[config.mk]
export PLATFORM = sky130hd
export DESIGN_NAME = matrix_keypad_scanner_flat
export DESIGN_NICKNAME = d
export VERILOG_FILES = /design/src/rtl/matrix_keypad_scanner_if.sv /design/src/rtl/matrix_keypad_scanner.sv /design/src/flat_wrapper.sv
export SDC_FILE = /design/constraint.sdc
export NUM_CORES = 1
export LEC_CHECK = 0
export CORE_MARGIN = 1
export CORE_UTILIZATION = 60
export CTS_BUF_LIST = sky130_fd_sc_hd__clkbuf_2 sky130_fd_sc_hd__clkbuf_4 sky130_fd_sc_hd__clkbuf_8
export DETAILED_ROUTE_END_ITERATION = 16
export HOLD_SLACK_MARGIN = 0.06
export PLACE_DENSITY_LB_ADDON = 0.25
export SLEW_MARGIN = 0
export SYNTH_ARGS = -nofsm -noshare
export SYNTH_HDL_FRONTEND = slang
export SYNTH_SLANG_ARGS = --single-unit
export TNS_END_PERCENT = 30
[constraint.sdc]
create_clock -name clk -period 10.9 [get_ports clk]
set_input_delay 2.18 -clock clk [delete_from_list [all_inputs] [get_ports clk]]
set_output_delay 2.18 -clock clk [all_outputs]
set_load 0.01 [all_outputs]
[src/rtl/matrix_keypad_scanner_if.sv]
// Keypad-side bundle: row drive, column sense and the decoded key outputs.
// master = keypad/consumer side, slave = the scanner.
interface matrix_keypad_scanner_if;
   logic [3:0] col_n;
   logic [3:0] row_n;
   logic [3:0] key_code;
   logic       key_valid;
   logic       key_held;

   modport master (
      output col_n,
      input  row_n,
      input  key_code,
      input  key_valid,
      input  key_held
   );

   modport slave (
      input  col_n,
      output row_n,
      output key_code,
      output key_valid,
      output key_held
   );
endinterface

[src/rtl/matrix_keypad_scanner.sv]
// 4x4 active-low keypad scanner: one-cold row drive and frame-level classification.
// Press and release are each debounced over DEB_SCANS identical frames.
module matrix_keypad_scanner #(
   parameter int unsigned SCAN_DIV  = 16,
   parameter int unsigned DEB_SCANS = 4
) (
   input  logic                    clk,
   input  logic                    rst_n,
   matrix_keypad_scanner_if.slave  kp
);

   localparam int unsigned CNT_W   = 4;
   localparam logic [CNT_W-1:0] DEB_MAX = CNT_W'(DEB_SCANS);

   typedef enum logic [1:0] {IDLE, DEBOUNCE, PRESSED, RELEASE} state_t;
   typedef enum logic [1:0] {FR_NONE, FR_SINGLE, FR_MULTI} frame_t;

   logic [3:0]          col_s1;
   logic [3:0]          col_s2;
   logic [SCAN_DIV-1:0] presc;
   logic                tick;
   logic [1:0]          row_idx;
   logic [3:0]          row_q;
   logic [11:0]         acc;

   logic [15:0]         frame_bits;
   logic [4:0]          frame_ones;
   logic [3:0]          frame_key;
   frame_t              frame_kind;
   logic                frame_end;

   state_t              state;
   logic [CNT_W-1:0]    cnt;
   logic [3:0]          cand;
   logic [3:0]          code_q;
   logic                valid_q;
   logic                held_q;

   // Two-flop synchroniser for the asynchronous column lines
   always_ff @(posedge clk or negedge rst_n) begin
      if (!rst_n) begin
         col_s1 <= 4'hF;
         col_s2 <= 4'hF;
      end else begin
         col_s1 <= kp.col_n;
         col_s2 <= col_s1;
      end
   end

   assign tick      = &presc;
   assign frame_end = tick && (row_idx == 2'd3);

   // Prescaler, row sequencing and per-row capture of pressed columns
   always_ff @(posedge clk or negedge rst_n) begin
      if (!rst_n) begin
         presc   <= '0;
         row_idx <= 2'd0;
         row_q   <= 4'b1110;
         acc     <= '0;
      end else begin
         presc <= presc + SCAN_DIV'(1);
         if (tick) begin
            row_idx <= row_idx + 2'd1;
            row_q   <= ~(4'b0001 << (row_idx + 2'd1));
            case (row_idx)
               2'd0:    acc[3:0]  <= ~col_s2;
               2'd1:    acc[7:4]  <= ~col_s2;
               2'd2:    acc[11:8] <= ~col_s2;
               default: acc       <= '0;
            endcase
         end
      end
   end

   // Whole-frame view: row 3 is taken live from the synchroniser at frame end
   always_comb begin
      frame_bits = {~col_s2, acc};
      frame_ones = 5'd0;
      frame_key  = 4'd0;
      for (int i = 0; i < 16; i++) begin
         if (frame_bits[i]) begin
            frame_ones = frame_ones + 5'd1;
            frame_key  = 4'(i);
         end
      end
      if (frame_ones == 5'd0)      frame_kind = FR_NONE;
      else if (frame_ones == 5'd1) frame_kind = FR_SINGLE;
      else                         frame_kind = FR_MULTI;
   end

   // Debounce FSM; only advances on frame boundaries
   always_ff @(posedge clk or negedge rst_n) begin
      if (!rst_n) begin
         state   <= IDLE;
         cnt     <= '0;
         cand    <= 4'd0;
         code_q  <= 4'd0;
         valid_q <= 1'b0;
         held_q  <= 1'b0;
      end else begin
         valid_q <= 1'b0;
         if (frame_end) begin
            case (state)
               IDLE: begin
                  if (frame_kind == FR_SINGLE) begin
                     cand <= frame_key;
                     if (DEB_MAX == CNT_W'(1)) begin
                        code_q  <= frame_key;
                        valid_q <= 1'b1;
                        held_q  <= 1'b1;
                        cnt     <= '0;
                        state   <= PRESSED;
                     end else begin
                        cnt   <= CNT_W'(1);
                        state <= DEBOUNCE;
                     end
                  end
               end
               DEBOUNCE: begin
                  if (frame_kind == FR_SINGLE && frame_key == cand) begin
                     if (cnt + CNT_W'(1) >= DEB_MAX) begin
                        code_q  <= cand;
                        valid_q <= 1'b1;
                        held_q  <= 1'b1;
                        cnt     <= '0;
                        state   <= PRESSED;
                     end else begin
                        cnt <= cnt + CNT_W'(1);
                     end
                  end else if (frame_kind == FR_SINGLE) begin
                     cand <= frame_key;
                     cnt  <= CNT_W'(1);
                  end else begin
                     cnt   <= '0;
                     state <= IDLE;
                  end
               end
               PRESSED: begin
                  // Rollover and multi-key frames keep the key held without re-strobing
                  if (frame_kind == FR_NONE) begin
                     if (DEB_MAX == CNT_W'(1)) begin
                        held_q <= 1'b0;
                        cnt    <= '0;
                        state  <= IDLE;
                     end else begin
                        cnt   <= CNT_W'(1);
                        state <= RELEASE;
                     end
                  end
               end
               RELEASE: begin
                  if (frame_kind == FR_NONE) begin
                     if (cnt + CNT_W'(1) >= DEB_MAX) begin
                        held_q <= 1'b0;
                        cnt    <= '0;
                        state  <= IDLE;
                     end else begin
                        cnt <= cnt + CNT_W'(1);
                     end
                  end else begin
                     cnt   <= '0;
                     state <= PRESSED;
                  end
               end
               default: begin
                  cnt   <= '0;
                  state <= IDLE;
               end
            endcase
         end
      end
   end

   assign kp.row_n     = row_q;
   assign kp.key_code  = code_q;
   assign kp.key_valid = valid_q;
   assign kp.key_held  = held_q;

endmodule

[src/flat_wrapper.sv]
// flat-port wrapper written by rule: the top's interface ports become plain ports
module matrix_keypad_scanner_flat 
#(
   parameter int unsigned SCAN_DIV  = 16,
   parameter int unsigned DEB_SCANS = 4
)
  (clk, rst_n, kp_col_n, kp_row_n, kp_key_code, kp_key_valid, kp_key_held);
  matrix_keypad_scanner_if kp_i ();
  input  logic clk;
  input  logic rst_n;
  input wire logic [$bits(kp_i.col_n)-1:0] kp_col_n;
  output wire logic [$bits(kp_i.row_n)-1:0] kp_row_n;
  output wire logic [$bits(kp_i.key_code)-1:0] kp_key_code;
  output wire logic [$bits(kp_i.key_valid)-1:0] kp_key_valid;
  output wire logic [$bits(kp_i.key_held)-1:0] kp_key_held;
  assign kp_i.col_n = kp_col_n;
  assign kp_row_n = kp_i.row_n;
  assign kp_key_code = kp_i.key_code;
  assign kp_key_valid = kp_i.key_valid;
  assign kp_key_held = kp_i.key_held;
  matrix_keypad_scanner #(.SCAN_DIV(SCAN_DIV), .DEB_SCANS(DEB_SCANS)) u_core (.clk(clk), .rst_n(rst_n), .kp(kp_i));
endmodule
# == Word level (Yosys, flattened, before mapping) ==
# Index checks and enable logic that the tools add are counted.
# totals
elab_cells,141
reg_bits,58
inputBits,6
# op_classes
n_mux,63
shift,1
bitwise,5
n_eq_ne,19
addsub,18
n_lt_le_gt_ge,1
reduce_logical,20
# ops
operator,n
2-to-1 mux 5 bit,15
adder 5 x 1 -> 5 bit (second input constant),14
2-to-1 mux 4 bit,15
AND reduction 17 bit,3
case mux 4 bit (2 select lines),4
2-to-1 mux 2 bit,11
adder 16 x 1 -> 16 bit (second input constant),1
case mux 4 bit (4 select lines),1
AND reduction 16 bit,1
2-to-1 mux 3 bit,4
inequality test 2 x 1 -> 1 bit (second input constant),6
AND reduction 6 bit,2
2-to-1 mux 1 bit,11
inequality test 3 bit (second input constant),3
equality test 2 bit (second input constant),4
NOT 4 bit,2
case mux 2 bit (4 select lines),1
equality test 2 x 1 -> 1 bit (second input constant),3
zero test 2 bit,3
AND reduction 3 bit,2
OR reduction 2 bit,3
equality test 5 x 1 -> 1 bit (second input constant),1
zero test 5 bit,1
adder 4 x 1 -> 4 bit (second input constant),1
other kinds (11),15

# == Depth between registers and ports, before layout ==
# Gate-level depths: netlist of run 1.
# logic_depth
word_depth,39
ltp_mapped,48
ltp_nobuf,48

# == Least setup slack after synthesis of run 1 ==
# No wires, ideal clock.
# synth_path
kind,reg-to-reg
from,register u_core.acc[0]
to,register u_core.cand[1]
slack_ps,1304
path_stages_with_launch,47
arrival_time_ps,9468
synth_period_minus_slack_ps,9596
required_time_ps,10772
setup_time_ps,128
cell_sequence,dfrtp_1 -> inv_1 -> ha_1 -> xor2_1 -> ha_1 -> nand2_1 -> o21ai_0 -> ha_1 -> mux2_2 -> ha_1 -> inv_1 -> a22o_1 -> nand2_1 -> ha_1 -> nand2b_1 -> o21a_1 -> ha_1 -> mux2i_1 -> [... 11 more ...] -> nand2_1 -> o221a_2 -> ha_1 -> nor2b_1 -> a21o_1 -> ha_1 -> mux2_2 -> ha_1 -> nand2_1 -> a21boi_0 -> inv_1 -> ha_1 -> xnor2_1 -> o31ai_1 -> nor3b_2 -> mux2i_4 -> a2111oi_4 -> mux2_1
# synth_between
elab_chain_cells,38
elab_cells_between_ends,42
# synth_rtl
item,line_no,rtl
"start, declared",matrix_keypad_scanner.sv:24,logic [11:0] acc;
"start signal, assigned",matrix_keypad_scanner.sv:66,2'd0: acc[3:0] <= ~col_s2;
2-to-1 mux 1 bit (*),matrix_keypad_scanner.sv:81,if (frame_bits[i]) begin
adder 1 x 1 -> 2 bit,matrix_keypad_scanner.sv:82,frame_ones = frame_ones + 5'd1;
2-to-1 mux 5 bit (*),matrix_keypad_scanner.sv:81,
adder 5 x 1 -> 5 bit,matrix_keypad_scanner.sv:82,
2-to-1 mux 5 bit (*),matrix_keypad_scanner.sv:81,
adder 5 x 1 -> 5 bit,matrix_keypad_scanner.sv:82,
2-to-1 mux 5 bit (*),matrix_keypad_scanner.sv:81,
adder 5 x 1 -> 5 bit,matrix_keypad_scanner.sv:82,
[... 22 more ...],--,
2-to-1 mux 5 bit (*),matrix_keypad_scanner.sv:81,
equality test 5 x 1 -> 1 bit,matrix_keypad_scanner.sv:87,else if (frame_ones == 5'd1) frame_kind = FR_SINGLE;
2-to-1 mux 2 bit,matrix_keypad_scanner.sv:87,
2-to-1 mux 2 bit (*),matrix_keypad_scanner.sv:86,if (frame_ones == 5'd0) frame_kind = FR_NONE;
equality test 2 x 1 -> 1 bit (*),"matrix_keypad_scanner.sv:105, matrix_keypad_scanner.sv:120, matrix_keypad_scanner.sv:130",
2-to-1 mux 4 bit / logical AND 1 bit (equally long branches),--,
2-to-1 mux 4 bit / inequality test 2 bit (equally long branches),--,
case mux 4 bit (2 select lines) / AND reduction 3 bit (equally long branches),--,
"end signal, assigned",matrix_keypad_scanner.sv:106,cand <= frame_key;
"end signal, assigned",matrix_keypad_scanner.sv:131,cand <= frame_key;
"end, declared",matrix_keypad_scanner.sv:34,logic [3:0] cand;
# Mark *: on every way between the ends. The rest lies on a longest branch, timed or not. The select of a mux whose other input is x is not followed.
# A chain may end at the register's enable or synchronous reset.

# == Worst setup path in the final report of run 1 ==
# layout_path
from,register u_core.acc[1]
to,register u_core.cand[1]
# layout_between
elab_chain_cells,36
elab_cells_between_ends,56
# layout_rtl
item,line_no
2-to-1 mux 5 bit,matrix_keypad_scanner.sv:81
adder 5 x 1 -> 5 bit,matrix_keypad_scanner.sv:82
2-to-1 mux 5 bit,matrix_keypad_scanner.sv:81
adder 5 x 1 -> 5 bit,matrix_keypad_scanner.sv:82
2-to-1 mux 5 bit,matrix_keypad_scanner.sv:81
adder 5 x 1 -> 5 bit,matrix_keypad_scanner.sv:82
2-to-1 mux 5 bit,matrix_keypad_scanner.sv:81
adder 5 x 1 -> 5 bit,matrix_keypad_scanner.sv:82
[... 20 more ...],--
2-to-1 mux 5 bit,matrix_keypad_scanner.sv:81
equality test 5 x 1 -> 1 bit,matrix_keypad_scanner.sv:87
2-to-1 mux 2 bit,matrix_keypad_scanner.sv:87
2-to-1 mux 2 bit,matrix_keypad_scanner.sv:86
equality test 2 x 1 -> 1 bit,"matrix_keypad_scanner.sv:105, matrix_keypad_scanner.sv:120, matrix_keypad_scanner.sv:130"
2-to-1 mux 4 bit / logical AND 1 bit (equally long branches),--
2-to-1 mux 4 bit / inequality test 2 bit (equally long branches),--
case mux 4 bit (2 select lines) / AND reduction 3 bit (equally long branches),--
# Parallel ways exist; a longest one is shown, timed or not. The select of a mux whose other input is x is not followed.

==> reports/metrics.yaml, run 1 <==
status:
  status: "completed"
sta:
  fmax_ghz: 0.0988
  worstMarginPinSlew_ps: 722
  setup_viol: 0
  slew_headroom_pct: 51.7
  finClkSkew_ps: 6.43
  fin_crit_sh_pct: 92.9
  hold_violations: 0
  setup_ws_ps: 773
  slew_viol_final: 0
  min_period_ps: 10130
critical_path:
  crit_path_top_delay_cell: "dfrtp_1"
  slowest_delay_ps: 390
  path_common_cell: "ha_1"
  required_ps: 11100
  end_kind: "flip-flop"
  worstPathMaxFanout: 8
  crit_type: "flip-flop to flip-flop"
  start_kind: "flip-flop"
  cp.arrival_ps: 10330
yosys:
  ys.flop_type: "dfrtp_1"
  yosys_warnings: 0
  syn_nets: 482
  yosysSeqAreaShare_pct: 33.4
  synth_edf_count: 0
  async_flop_share_pct: 100
  syn_inst: 453
  syn-cell-area_sq_um: 4390
  synthDistinctLibCells: 74
  syn_area_per_cell_sq_um: 9.70
  ys_ff_latch: 58
floorplanning:
  dieArea_sq_um: 7670
  die_h_um: 87.6
  num_rows: 30
  core_sq_um: 6940
  die_x_um: 87.6
  io_pins: 16
  start_util_pct: 63.3
clock_tree:
  root_buffer: "clkbuf_8"
  cts_tree: "built"
  worstSkewPairLatency_ps: 330
  cts_made_buffers: 9
  htree_levels: 3
  clk_pin_slew_ps: 70
  cts_buffer_depth: 2
  cts_sinks: 58
  postCtsHoldBufs: 0
place:
  dp_slack_ps: 340
  dp_hpwl_um: 6250
  gp_congestion: 0.867
  place_area_sq_um: 4610
  io_buffers: 15
pwr:
  vdd_ir_drop_max_mv: 0.140
  powerDensity_nw_per_um2: 88.0
  cellLeakagePower_nw: 2.10
route:
  finalWirelength_um: 8290
  drt_iter0_markers: 137
  avgViaCountPerCell: 5.63
  drc: 0
  wl_per_cell_um: 14.6
  dr.pass1.iters: 4
  via_count: 3211
  antenna_left: 0
final_layout:
  antenna_cells: 0
  final_net_count: 498
  fillers: 527
  drive_gt1_share_pct: 14.6
  fin_area_sq_um: 4820
  layout_commonest_cell: "nand2_1"
  final_cell_mix: "63 x nand2_1, 47 x dfrtp_1, 33 x xnor2_1"
  layout-area-overhead-vs-synth_pct: 9.80
flow_run:
  cap_violations: 0
global_routing:
  grt_pass1_vias: 3138
  grt_start_max_net_pins: 59
  grt_pass1_wl_um: 14200
  track_usage_pct: 23.6
  antenna_found_initial: 0
  overflow: 0
hold_path:
  min_path_type: "flip-flop to flip-flop"
## critical path, delay by kind of cell (launching register included)
family | cells | cell delay [ps]
AND/OR/NAND/NOR | 10 | 1260
flip-flops | 1 | 390
buffers and inverters | 4 | 370
multiplexers | 6 | 1400
XOR/XNOR | 2 | 350
AO/OA/AOI/OAI | 11 | 2230
adder cells (fa/ha/maj) | 14 | 4030
## where the power goes
part	internal, mW	total, mW	switching (mW)
Clock	0.0898	0.173	0.0827
Combinational	0.0116	0.0312	0.0197
Sequential	0.218	0.221	0.00237
## sequential cells by signal (all words and copies together), names as in the netlist
register,cells
u_core.kp.key_code,4
u_core.state,2
u_core.col_s2,4
u_core.acc,12
u_core.cand,4
u_core.col_s1,4
u_core.kp.row_n,4
u_core.row_idx,2
u_core.kp.key_valid,1
u_core.kp.key_held,1
u_core.presc,16
u_core.cnt,4
## per-layer routing
metal  vias to the layer above  share of wire (%)  global-route usage (%)
met5                         -                  0                       0
met4                         0               0.99                    7.45
met3                         7                2.4                    3.86
met2                        42                 49                    40.3
met1                      1548                 47                    30.8
li1                       1614                  -                       -
## kinds of logic (layout without fill, tap and decap cells)
kind of cell             count (synthesis)  after routing  share of synthesized area [%]
flip-flops                              58             58                           33.4
buffers and inverters                   44             65                           3.93
XOR/XNOR                                64             64                           18.1
adder cells (fa/ha/maj)                 25             25                           7.01
AO/OA/AOI/OAI                           84             84                           14.2
multiplexers                            21             21                           5.38
AND/OR/NAND/NOR                        157            157                           18.1
## synth_stat cells, types with 5 or more instances
| library cell | count | area, sq um |
|---|---|---|
| ha_1 | 23 | 288 |
| dfrtp_1 | 47 | 1180 |
| xor2_1 | 12 | 105 |
| nand2_1 | 63 | 236 |
| inv_1 | 31 | 116 |
| and2_1 | 6 | 37.5 |
| buf_2 | 5 | 25.0 |
| nor3_1 | 5 | 25.0 |
| dfstp_2 | 11 | 289 |
| xnor3_1 | 7 | 158 |
| o21ai_0 | 20 | 100 |
| clkbuf_1 | 6 | 22.5 |
| and3_1 | 9 | 56.3 |
| mux2i_1 | 9 | 90.1 |
| nand2b_1 | 8 | 50.1 |
| nor2_1 | 19 | 71.3 |
| nand3_1 | 14 | 70.1 |
| xnor2_1 | 33 | 289 |
| a21boi_0 | 6 | 45.0 |
| xnor2_2 | 6 | 97.6 |
| a21oi_1 | 14 | 70.1 |
| nand4_1 | 6 | 37.5 |
| mux2_2 | 7 | 78.8 |
## metrics by stage
stage	total power, mW	utilization, %	hold slack, ps	setup TNS, ps	cells
after floorplan	0.243	-	345	0	453
after global placement	0.252	66.4	347	0	552
after detailed placement	0.253	66.4	347	0	552
after CTS	0.425	68.9	353	0	568
after global routing	0.442	69.5	361	-198	570
final	0.424	69.5	351	0	570
## area by class of cell
cell class,instances,area (sq um),area share (%)
Tap cell,96,120,2.49
Sequential cell,58,1470,30.4
Clock buffer,11,145,3.01
Clock inverter,5,30.0,0.623
Multi-Input combinational cell,351,2780,57.6
Timing Repair Buffer,18,168,3.48
Inverter,31,116,2.41
## worst paths after layout
| path | startpoint | depth (start not counted) | endpoint | slack [ps] |
|---|---|---|---|---|
| setup / recovery | u_core.acc[1] | 47 | u_core.cand[1] | 770 |
| hold / removal | u_core.col_s1[0] | 0 | u_core.col_s2[0] | 350 |
| setup reg to reg | u_core.acc[1] | 47 | u_core.cand[1] | 770 |
| hold reg to reg | u_core.col_s1[0] | 0 | u_core.col_s2[0] | 350 |
| max in group asynchronous | rst_n | 2 | u_core.cnt[3] | 8450 |
| min in group asynchronous | rst_n | 2 | u_core.presc[3] | 1980 |
## what timing repair did
item / in CTS / in global routing
setup endpoints to repair: 0 / 13
resized for setup: 0 / 4
setup buffers: 0 / 2
No activity file was read; power rests on OpenSTA's default activity.
==> inputs of run 2 (changes only) <==
==> constraint.sdc (replaced) <==
create_clock -name clk -period 13.1 [get_ports clk]
set_input_delay 2.62 -clock clk [delete_from_list [all_inputs] [get_ports clk]]
set_output_delay 2.62 -clock clk [all_outputs]
set_load 0.01 [all_outputs]
==> reports/metrics.yaml, run 2 (synthesis gave the netlist of run 1 again) <==
clock_tree:
  postCtsSetupBuffers: 0
  clk_pin_slew_ps: 70
  cts_tree: "built"
  htree_levels: 3
  worstSkewPairLatency_ps: 330
  cts_buffer_depth: 2
  root_buffer: "clkbuf_8"
  cts_resized: 0
  cts_sinks: 58
  postCtsHoldBufs: 0
  cts_made_buffers: 9
global_routing:
  grt_start_max_net_pins: 59
  antenna_found_initial: 0
  grt_pass1_vias: 3116
  grt_pass1_wl_um: 14100
  track_usage_pct: 23.4
  overflow: 0
critical_path:
  slowest_delay_ps: 490
  start_kind: "flip-flop"
  required_ps: 13310
  worstPathMaxFanout: 8
  crit_type: "flip-flop to flip-flop"
  path_common_cell: "ha_1"
  critical-path-top-delay-family: "adder cells"
  crit_path_top_delay_cell: "a2111oi_4"
  end_kind: "flip-flop"
  cp_num_buf_inv: 3
  cp.arrival_ps: 10850
flow_run:
  cap_violations: 0
pwr:
  powerDensity_nw_per_um2: 76.5
  vdd_ir_drop_max_mv: 0.0948
  cellLeakagePower_nw: 2.10
hold_path:
  min_path_type: "flip-flop to flip-flop"
place:
  dp_hpwl_um: 6170
  dp_slack_ps: 2550
  io_buffers: 15
  gp_congestion: 0.867
sta:
  slew_headroom_pct: 51.9
  worstMarginPinSlew_ps: 719
  rsz0062_at_grt: "false"
  finClkSkew_ps: 6.94
  fin_crit_sh_pct: 81.3
  hold_violations: 0
  min_period_ps: 10640
  fin_setup_tns_ps: 0
  setup_ws_ps: 2460
  fmax_ghz: 0.0939
  slew_viol_final: 0
  setup_viol: 0
route:
  wl_per_cell_um: 14.5
  drt_iter0_markers: 112
  antenna_left: 0
  avgViaCountPerCell: 5.61
  finalWirelength_um: 8230
  drc: 0
  via_count: 3186
  dr.pass1.iters: 4
final_layout:
  regMostFlops: "u_core.presc"
  reg_top3: "u_core.presc x16, u_core.acc x12"
  layout-area-overhead-vs-synth_pct: 9.34
  antenna_cells: 0
  layout_commonest_cell: "nand2_1"
  final_cell_mix: "63 x nand2_1, 47 x dfrtp_1, 33 x xnor2_1"
  fillers: 515
  drive_gt1_share_pct: 13.6
  final_net_count: 496
  largest_reg_flops: 16
floorplanning:
  num_rows: 30
  dieArea_sq_um: 7670
  start_util_pct: 63.3
  core_sq_um: 6940
  io_pins: 16
  die_x_um: 87.6
  die_h_um: 87.6
status:
  status: "completed"
[run 2: cell count changes in the layout (fill, tap and decap cells not counted), sizes merged]
cell      previous run  this run
buf                  4         2
clkbuf              11         9
clkinv               3         5
bufinv               0         1
clkinvlp             2         1
[run 2: area by class of cell]
| cell class | instances | area, sq um | area share [%] |
|---|---|---|---|
| Multi-Input combinational cell | 351 | 2760 | 57.4 |
| Clock inverter | 7 | 70.1 | 1.46 |
| Inverter | 31 | 116 | 2.42 |
| Sequential cell | 58 | 1470 | 30.5 |
| Clock buffer | 9 | 124 | 2.58 |
| Tap cell | 96 | 120 | 2.50 |
| Timing Repair Buffer | 16 | 153 | 3.18 |
[run 2: report_power, final]
part	switching, mW	internal, mW	leakage [nW]
Sequential	0.00185	0.181	0.758
Combinational	0.0152	0.00880	1.24
Clock	0.0729	0.0873	0.0990
Total	0.0899	0.278	2.10
[run 2: final timing paths]
check	startpoint	endpoint	slack (ps)	cells after the start
worst min register to register	u_core.col_s1[1]	u_core.col_s2[1]	350	0
min in group asynchronous	rst_n	u_core.presc[2]	2430	2
max in group asynchronous	rst_n	u_core.cnt[1]	10210	2
worst max-delay path	u_core.acc[1]	u_core.cand[3]	2460	46
worst min-delay path	u_core.col_s1[1]	u_core.col_s2[1]	350	0
worst max register to register	u_core.acc[1]	u_core.cand[3]	2460	46
[run 2: metrics by stage]
stage	std cells	total power, mW	instance area (sq um)	hold WS [ps]	util, %
detailed placement	552	0.210	4610	347	66.4
CTS	568	0.371	4800	357	69.2
finish	568	0.367	4800	353	69.2
global placement	552	0.210	4610	347	66.4
floorplan	453	0.202	4390	345	-
global route	568	0.384	4800	361	69.2
[run 2: metal layers]
layer,track usage [%],share of wire [%],vias up
met1,31.1,49,1503
met5,0,0,-
met2,39.3,48,55
met4,7.90,1.3,0
met3,3.58,2.7,11
li1,-,-,1617
==> inputs of run 3 (changes only) <==
==> constraint.sdc (replaced) <==
create_clock -name clk -period 10.91 [get_ports clk]
set_input_delay 2.182 -clock clk [delete_from_list [all_inputs] [get_ports clk]]
set_output_delay 2.182 -clock clk [all_outputs]
set_load 0.01 [all_outputs]
==> reports/metrics.yaml, run 3 (synthesis gave the netlist of run 1 again) <==
status:
  status: "completed"
clock_tree:
  postCtsHoldBufs: 0
  clk_pin_slew_ps: 70
  cts_made_buffers: 9
  root_buffer: "clkbuf_8"
  cts_sinks: 58
  cts_buffer_depth: 2
  worstSkewPairLatency_ps: 340
  htree_levels: 3
  cts_tree: "built"
floorplanning:
  die_h_um: 87.6
  num_rows: 30
  start_util_pct: 63.3
  core_sq_um: 6940
  die_x_um: 87.6
  dieArea_sq_um: 7670
  io_pins: 16
route:
  avgViaCountPerCell: 5.61
  drt_iter0_markers: 141
  dr.pass1.iters: 4
  antenna_left: 0
  finalWirelength_um: 8400
  drc: 0
  via_count: 3191
  wl_per_cell_um: 14.8
final_layout:
  multi_input_comb_area_sq_um: 2780
  reg_top3: "u_core.presc x16, u_core.acc x12"
  final_cell_mix: "63 x nand2_1, 47 x dfrtp_1, 33 x xnor2_1"
  regMostFlops: "u_core.presc"
  layout_commonest_cell: "nand2_1"
  largest_reg_flops: 16
  layout-area-overhead-vs-synth_pct: 10.2
  antenna_cells: 0
  drive_gt1_share_pct: 14.4
  final_net_count: 497
  final_core_util_pct: 69.7
  seqCellArea_sq_um: 1470
  instances_no_fill: 569
  fillers: 514
critical_path:
  cp.arrival_ps: 10420
  critical-path-top-delay-family: "adder cells"
  crit_path_top_delay_cell: "dfrtp_1"
  end_kind: "flip-flop"
  slowest_delay_ps: 380
  path_common_cell: "ha_1"
  crit_type: "flip-flop to flip-flop"
  worstPathMaxFanout: 8
  cp_num_buf_inv: 4
  required_ps: 11130
  start_kind: "flip-flop"
flow_run:
  cap_violations: 0
sta:
  min_period_ps: 10200
  worstMarginPinSlew_ps: 711
  finClkSkew_ps: 8.21
  setup_viol: 0
  slew_headroom_pct: 52.4
  rsz0062_at_grt: "false"
  hold_violations: 0
  fin_crit_sh_pct: 93.5
  holdWs_ps: 353
  fin_setup_tns_ps: 0
  fmax_ghz: 0.0981
  slew_viol_final: 0
pwr:
  vdd_ir_drop_max_mv: 0.111
  cellLeakagePower_nw: 2.11
  powerDensity_nw_per_um2: 92.6
  p_total_mw: 0.448
global_routing:
  antenna_found_initial: 0
  grt_pass1_wl_um: 14400
  overflow: 0
  track_usage_pct: 24.1
  grt_start_max_net_pins: 59
  grt_pass1_vias: 3171
place:
  dp.cells: 552
  io_buffers: 15
  gp_congestion: 0.867
  dp_hpwl_um: 6250
hold_path:
  min_path_type: "flip-flop to flip-flop"
[run 3: layer usage]
| layer | part of all wire [%] | up-vias | global-route usage [%] |
|---|---|---|---|
| li1 | - | 1611 | - |
| met1 | 46 | 1529 | 30.7 |
| met2 | 50 | 44 | 41.2 |
| met3 | 2.7 | 7 | 5.09 |
| met4 | 0.93 | 0 | 7.90 |
| met5 | 0 | - | 0 |
[run 3: through the flow]
| stage | setup slack [ps] | instance area [sq um] |
|---|---|---|
| floorplan | 1310 | 4390 |
| detailed placement | 343 | 4610 |
| global placement | 870 | 4610 |
| finish | 714 | 4840 |
| CTS | 313 | 4810 |
| global route | 10.9 | 4840 |
[run 3: cell type report]
type	instances	share of cell area [%]
repair buffers	17	3.31
multi-input cells	351	57.4
well taps	96	2.48
clock inverters	5	1.11
inverters	31	2.40
flip-flops and latches	58	30.3
clock buffers	11	3.00
[run 3: worst paths after layout]
kind                             startpoint               end  slack, ps  cells after the start
hold reg to reg            u_core.col_s1[0]  u_core.col_s2[0]        350                      0
setup / recovery              u_core.acc[1]    u_core.cand[0]        710                     47
max in group asynchronous             rst_n     u_core.cnt[3]       8470                      2
setup reg to reg              u_core.acc[1]    u_core.cand[0]        710                     47
hold / removal             u_core.col_s1[0]  u_core.col_s2[0]        350                      0
min in group asynchronous             rst_n   u_core.presc[0]       1970                      2
[run 3: worst reg2reg max path: cells and delay by family (launching register included)]
| kind | cells | cell delay (ps) |
|---|---|---|
| mux | 6 | 1400 |
| fa+ha+maj | 14 | 4090 |
| flops | 1 | 380 |
| simple gates | 10 | 1270 |
| xor+xnor | 2 | 350 |
| buf+inv | 4 | 380 |
| compound gates | 11 | 2210 |
[run 3: repair_timing]
item,CTS,global route
buffers inserted,0,1
resized for setup,0,4
setup endpoints to repair,0,12
[run 3: power breakdown]
| group | switching [mW] | internal, mW |
|---|---|---|
| sequential | 0.00235 | 0.218 |
| combinational | 0.0192 | 0.0108 |
| clock | 0.0848 | 0.113 |
| total | 0.106 | 0.342 |
